File: src/rtl/fsm_state_monitor.sv
// fsm_state_monitor
//
// Watches the one-hot present-state bus of the control FSM. On every clock it
// either extends the dwell count of the current state or, on a change, queues
// a {from, to, dwell} record in a small first-word-fall-through FIFO. It also
// keeps sticky flags for illegal encodings, dwell timeouts and dropped records,
// and a level flag while the FSM sits in its blackhole trap state.
//
// Ports
//   clk        sole clock, rising edge
//   reset      synchronous, active-low
//   state_in   FSM present state (init=1000, secondry=0100, blackhole=0010, third=0001)
//   clear      clears illegal/timeout/overflow at the next edge (a new set wins)
//   evt_valid  FIFO head is valid
//   evt_ready  consumer accepts the head
//   evt_from   head record: state left
//   evt_to     head record: state entered
//   evt_dwell  head record: cycles spent in evt_from (saturated)
//   fifo_level entries held
//   trapped    last sampled state was blackhole
//   illegal    sticky: non-one-hot encoding sampled
//   timeout    sticky: a non-blackhole state dwelt for TIMEOUT cycles
//   overflow   sticky: a record was dropped on a full FIFO

module fsm_state_monitor #(
   parameter int CNT_W   = 16,
   parameter int TIMEOUT = 1000,
   parameter int DEPTH   = 8
) (
   input  logic                     clk,
   input  logic                     reset,
   input  logic [3:0]               state_in,
   input  logic                     clear,
   output logic                     evt_valid,
   input  logic                     evt_ready,
   output logic [3:0]               evt_from,
   output logic [3:0]               evt_to,
   output logic [CNT_W-1:0]         evt_dwell,
   output logic [$clog2(DEPTH):0]   fifo_level,
   output logic                     trapped,
   output logic                     illegal,
   output logic                     timeout,
   output logic                     overflow
);

   localparam int PTR_W = $clog2(DEPTH);
   localparam int LVL_W = PTR_W + 1;

   localparam logic [3:0]       ST_INIT      = 4'b1000;
   localparam logic [3:0]       ST_BLACKHOLE = 4'b0010;
   localparam logic [CNT_W-1:0] DWELL_MAX    = '1;
   // Terminal-count compare: the flag lands on the edge where dwell_cnt
   // reaches TIMEOUT, so the comparison is made one count earlier.
   localparam logic [CNT_W-1:0] TIMEOUT_TC   = CNT_W'(TIMEOUT - 1);
   localparam logic [LVL_W-1:0] LVL_FULL     = LVL_W'(DEPTH);

   logic [3:0]        prev_state;
   logic [CNT_W-1:0]  dwell_cnt;

   logic [3:0]        mem_from  [DEPTH];
   logic [3:0]        mem_to    [DEPTH];
   logic [CNT_W-1:0]  mem_dwell [DEPTH];
   logic [PTR_W-1:0]  wr_ptr;
   logic [PTR_W-1:0]  rd_ptr;

   logic              transition;
   logic              one_hot;
   logic              fifo_full;
   logic              pop;
   logic              push;
   logic              drop;
   logic              timeout_hit;

   always_comb begin
      transition  = (state_in != prev_state);
      one_hot     = (state_in != 4'd0) && ((state_in & (state_in - 4'd1)) == 4'd0);
      fifo_full   = (fifo_level == LVL_FULL);
      pop         = evt_valid & evt_ready;
      // A full FIFO still accepts a push when the head leaves on the same edge.
      push        = transition & (~fifo_full | pop);
      drop        = transition & fifo_full & ~pop;
      timeout_hit = ~transition & (dwell_cnt == TIMEOUT_TC) & (prev_state != ST_BLACKHOLE);
   end

   always_comb begin
      evt_valid = (fifo_level != '0);
      evt_from  = '0;
      evt_to    = '0;
      evt_dwell = '0;
      if (evt_valid) begin
         evt_from  = mem_from[rd_ptr];
         evt_to    = mem_to[rd_ptr];
         evt_dwell = mem_dwell[rd_ptr];
      end
   end

   always_ff @(posedge clk) begin
      if (!reset) begin
         prev_state <= ST_INIT;
         dwell_cnt  <= '0;
      end else if (transition) begin
         prev_state <= state_in;
         dwell_cnt  <= CNT_W'(1);
      end else if (dwell_cnt != DWELL_MAX) begin
         dwell_cnt  <= dwell_cnt + CNT_W'(1);
      end
   end

   // Storage needs no reset: the head is masked to zero while the FIFO is empty.
   always_ff @(posedge clk) begin
      if (reset && push) begin
         mem_from[wr_ptr]  <= prev_state;
         mem_to[wr_ptr]    <= state_in;
         mem_dwell[wr_ptr] <= dwell_cnt;
      end
   end

   always_ff @(posedge clk) begin
      if (!reset) begin
         wr_ptr     <= '0;
         rd_ptr     <= '0;
         fifo_level <= '0;
      end else begin
         if (push) begin
            wr_ptr <= wr_ptr + PTR_W'(1);
         end
         if (pop) begin
            rd_ptr <= rd_ptr + PTR_W'(1);
         end
         case ({push, pop})
            2'b10:   fifo_level <= fifo_level + LVL_W'(1);
            2'b01:   fifo_level <= fifo_level - LVL_W'(1);
            default: fifo_level <= fifo_level;
         endcase
      end
   end

   always_ff @(posedge clk) begin
      if (!reset) begin
         trapped  <= 1'b0;
         illegal  <= 1'b0;
         timeout  <= 1'b0;
         overflow <= 1'b0;
      end else begin
         trapped  <= (state_in == ST_BLACKHOLE);
         illegal  <= ~one_hot     | (illegal  & ~clear);
         timeout  <= timeout_hit  | (timeout  & ~clear);
         overflow <= drop         | (overflow & ~clear);
      end
   end

endmodule

File: config.mk
export PLATFORM = sky130hd
export DESIGN_NAME = fsm_state_monitor
export DESIGN_NICKNAME = d
export VERILOG_FILES = /design/src/rtl/fsm_state_monitor.sv
export SDC_FILE = /design/constraint.sdc
export NUM_CORES = 1
export LEC_CHECK = 0
export CORE_ASPECT_RATIO = 0.9
export CORE_MARGIN = 2
export CORE_UTILIZATION = 60
export CTS_CLUSTER_DIAMETER = 150
export DETAILED_ROUTE_END_ITERATION = 10
export PLACE_DENSITY = 0.79
export SYNTH_ARGS = -nofsm -noshare
export SYNTH_HDL_FRONTEND = slang
export SYNTH_SLANG_ARGS = --single-unit
File: constraint.sdc
create_clock -name clk -period 5.4 [get_ports clk]
set_input_delay 0.81 -clock clk [delete_from_list [all_inputs] [get_ports clk]]
set_output_delay 0.81 -clock clk [all_outputs]
set_load 0.01 [all_outputs]
==> results.py <==
metrics = {
    "synth": {
        "ys.warnings.count": 0,
        "ys_types": 51,
        "async_flop_share": 0,
        "ys_ff_latch": 229,
        "synth_simple_gate_area_frac": 0.0761,
        "syn_area_per_cell_um2": 17.6,
        "synth_compound_area_frac": 0.0233,
        "synth_ff_type": "edfxtp_1",
        "syn_nets": 529,
        "syn_area_mm2": 0.00912,
        "synth.yosys.seq_area_share": 0.713,
        "synth_adder_area_share": 0.00549,
        "synth_edf_count": 192,
        "synth_top_family_by_area": "multiplexers",
        "muxShareOfSynthArea": 0.148,
        "syn_inst": 517,
        "synth-xor-area-share": 0.0211,
    },
    "power_and_ir_drop": {
        "power.share.switching": 0.250,
        "switching_power_mw": 1.10,
        "pwr-share-comb": 0.185,
        "seqPwrFrac": 0.479,
        "intPower_mw": 3.30,
        "cellLeakagePower_nw": 3.49,
        "p_clk_frac": 0.336,
        "powerDensity_mw_per_mm2": 418,
        "ir_worst_vdd_v": 0.000507,
    },
    "die": {
        "die_x_um": 134,
        "io_pins": 41,
        "core_mm2": 0.0148,
        "die_area_mm2": 0.0162,
        "rows": 42,
        "die_h_um": 121,
        "initial_core_util": 0.618,
    },
    "sta": {
        "worst_pin_slew_ps": 994,
        "timing.final.hold_violations": 0,
        "finalCritPeriodShare": 0.685,
        "rsz0062_at_grt": "false",
        "final_max_slew_viol_count": 0,
        "finalCriticalPeriod_ps": 3700,
        "max_freq_ghz": 0.270,
        "finalClockSkew_ps": 18.6,
        "setup_ws_ps": 1700,
        "relSlewSlack": 0.337,
        "setup-tns-final_ps": 0,
        "setup-violations-final": 0,
    },
    "clock_network": {
        "root_buffer": "clkbuf_16",
        "clk_pin_slew_ps": 60,
        "clock_latency_ps": 500,
        "cts_resized": 0,
        "cts_made_buffers": 23,
        "post-cts-setup-buffers": 0,
        "cts_tree": "done",
        "cts_hold_buf": 0,
        "cts_sinks": 229,
        "clock_path_buffers": 3,
        "htree_levels": 1,
    },
    "drt": {
        "met1_length_mm": 7.41,
        "first_pass_iters": 5,
        "highest_layer": "met4",
        "wl_per_cell_um": 22.3,
        "wl_met3_mm": 1.35,
        "vias": 4919,
        "drt_first_iter_violations": 569,
        "vias_per_cell": 6.22,
        "drtAntennaViolNets": 0,
        "drt-total-wl_mm": 17.7,
        "drc_errors": 0,
        "route.met2.wl_mm": 8.50,
    },
    "worst_setup_path": {
        "rr_startpoint": "prev_state[0]$_SDFFE_PN0P_",
        "worstPathRequired_ps": 4590,
        "worst-endpoint-arrival_ps": 2890,
        "critPathLaunchType": "flip-flop",
        "crit_type": "reg -> out",
        "cp_max_fo": 48,
        "rrSetupSlack_ps": 2550,
        "timing.rr.end": "mem_dwell[6][13]$_DFFE_PP_",
        "reg2reg_depth": 5,
        "cp-end-kind": "output port",
    },
    "outcome": {
        "outcome": "finished, final reports clean",
    },
    "worst_hold_path": {
        "min_from": "rd_ptr[1]$_SDFFE_PN0N_",
        "holdPathStages": 2,
        "hold_path_class": "reg -> reg",
    },
    "place": {
        "dp.final_hpwl_mm": 10.6,
        "pre_cts_slack_ps": 1620,
        "place_inst": 750,
        "place.gp.congestion": 0.826,
        "io_buffers": 40,
    },
    "global_route": {
        "grt_max_degree": 49,
        "grt_pass1_wl_mm": 27.8,
        "grtUsageTotal": 0.227,
        "grt_overflow": 0,
        "grt_pass1_vias": 5066,
        "grt_antenna_before_repair": 0,
    },
    "cells_and_area": {
        "antenna_cells": 0,
        "drive_gt1_frac": 0.197,
        "final_cell_count_no_fill": 791,
        "nets": 589,
        "fin_util": 0.713,
        "syn2layout_area_growth_pct": 15.4,
    },
    "job": {
        "cap_violations": 0,
    },
}
[layout by cell type (no fill, tap or decap), drive strengths merged, types with 9 or more instances in the layout]
cell type      count
nor4              10
nand2             22
clkbuf            32
dfxtp             37
nand3             16
and2               9
xnor2             20
nor2              42
buf               15
nor3              12
edfxtp           192
clkdlybuf4s50     40
mux2i             27
mux4              48
[power groups by stage]
stage / combinational, mW / clock [mW] / sequential, mW
after floorplan: 0.579 / 0 / 2.05
after global placement: 0.801 / 0 / 2.15
after detailed placement: 0.814 / 0 / 2.15
after CTS: 0.818 / 1.50 / 2.12
after global routing: 0.866 / 1.57 / 2.13
final: 0.813 / 1.48 / 2.11
[cells in the mapped netlist (2+ instances only)]
cell / n / area [um^2]
edfxtp_1: 192 / 5770
mux4_2: 48 / 1080
nor2_1: 41 / 154
dfxtp_1: 37 / 741
mux2i_1: 27 / 270
nand2_1: 20 / 75.1
xnor2_1: 20 / 175
nand3_1: 15 / 75.1
nor3_1: 11 / 55.1
clkbuf_1: 10 / 37.5
and2_1: 9 / 56.3
nor4_1: 9 / 56.3
a21oi_1: 7 / 35.0
buf_2: 6 / 30.0
o21ai_0: 6 / 30.0
and3_1: 5 / 31.3
a21boi_1: 4 / 30.0
ha_1: 4 / 50.1
a21boi_0: 3 / 22.5
inv_1: 3 / 11.3
nand2b_1: 3 / 18.8
o21a_1: 3 / 22.5
buf_4: 2 / 15.0
nor2b_1: 2 / 12.5
nor4b_1: 2 / 17.5
o211ai_1: 2 / 15.0
xor2_1: 2 / 17.5
[per-layer routing]
metal	GRT usage	vias to the layer above
met1	0.325	2514
met2	0.362	206
li1	-	2165
met5	0	-
met3	0.0443	34
met4	0.0705	0
[state kept, by name, summed over array words and instances (netlist names), named ones only]
register and count:
dwell_cnt 16, fifo_level 4, rd_ptr 3, mem_from 32, timeout 1, mem_to 32, overflow 1, wr_ptr 3
prev_state 4, trapped 1, illegal 1, mem_dwell 128
[metrics by stage]
step	hold slack [ps]	total power, mW	instance area (um^2)
final	489	4.40	10500
after global routing	505	4.57	10500
after CTS	493	4.43	10500
after detailed placement	485	2.97	9830
after global placement	453	2.95	9830
after floorplan	451	2.63	9120
[worst max path at each step]
stage                           start                        end  slack, ps  cells after the start
after global routing        flip-flop              evt_dwell[14]       1480                      4
final                       flip-flop               evt_dwell[0]       1700                      4
after detailed placement  state_in[0]     mem_to[6][3]$_DFFE_PP_       1620                      6
after floorplan             evt_ready  mem_dwell[1][0]$_DFFE_PP_       1080                      5
after CTS                   flip-flop              evt_dwell[15]       1600                      4
after global placement    state_in[2]     mem_to[6][2]$_DFFE_PP_       1710                      6
[cell type report]
cell class / count / area (um^2)
clock inverter: 9 / 71.3
inverter: 4 / 17.5
fill: 876 / 4240
timing repair buffer: 55 / 513
multi-input combinational: 264 / 2540
tap: 198 / 248
clock buffer: 32 / 629
sequential: 229 / 6510
[cell families after synthesis]
| logic type | count (synthesis) |
|---|---|
| flops | 229 |
| simple gates | 131 |
| mux | 75 |
| compound gates | 32 |
| buf+inv | 24 |
| xor+xnor | 22 |
| fa+ha+maj | 4 |
[critical path: stages, from the launching register on]
cell,delay (ps)
dfxtp_4,960
mux4_2,640
mux2i_1,150
nor2_1,60
clkdlybuf4s50_1,500
No activity file was read; power rests on OpenSTA's default activity.
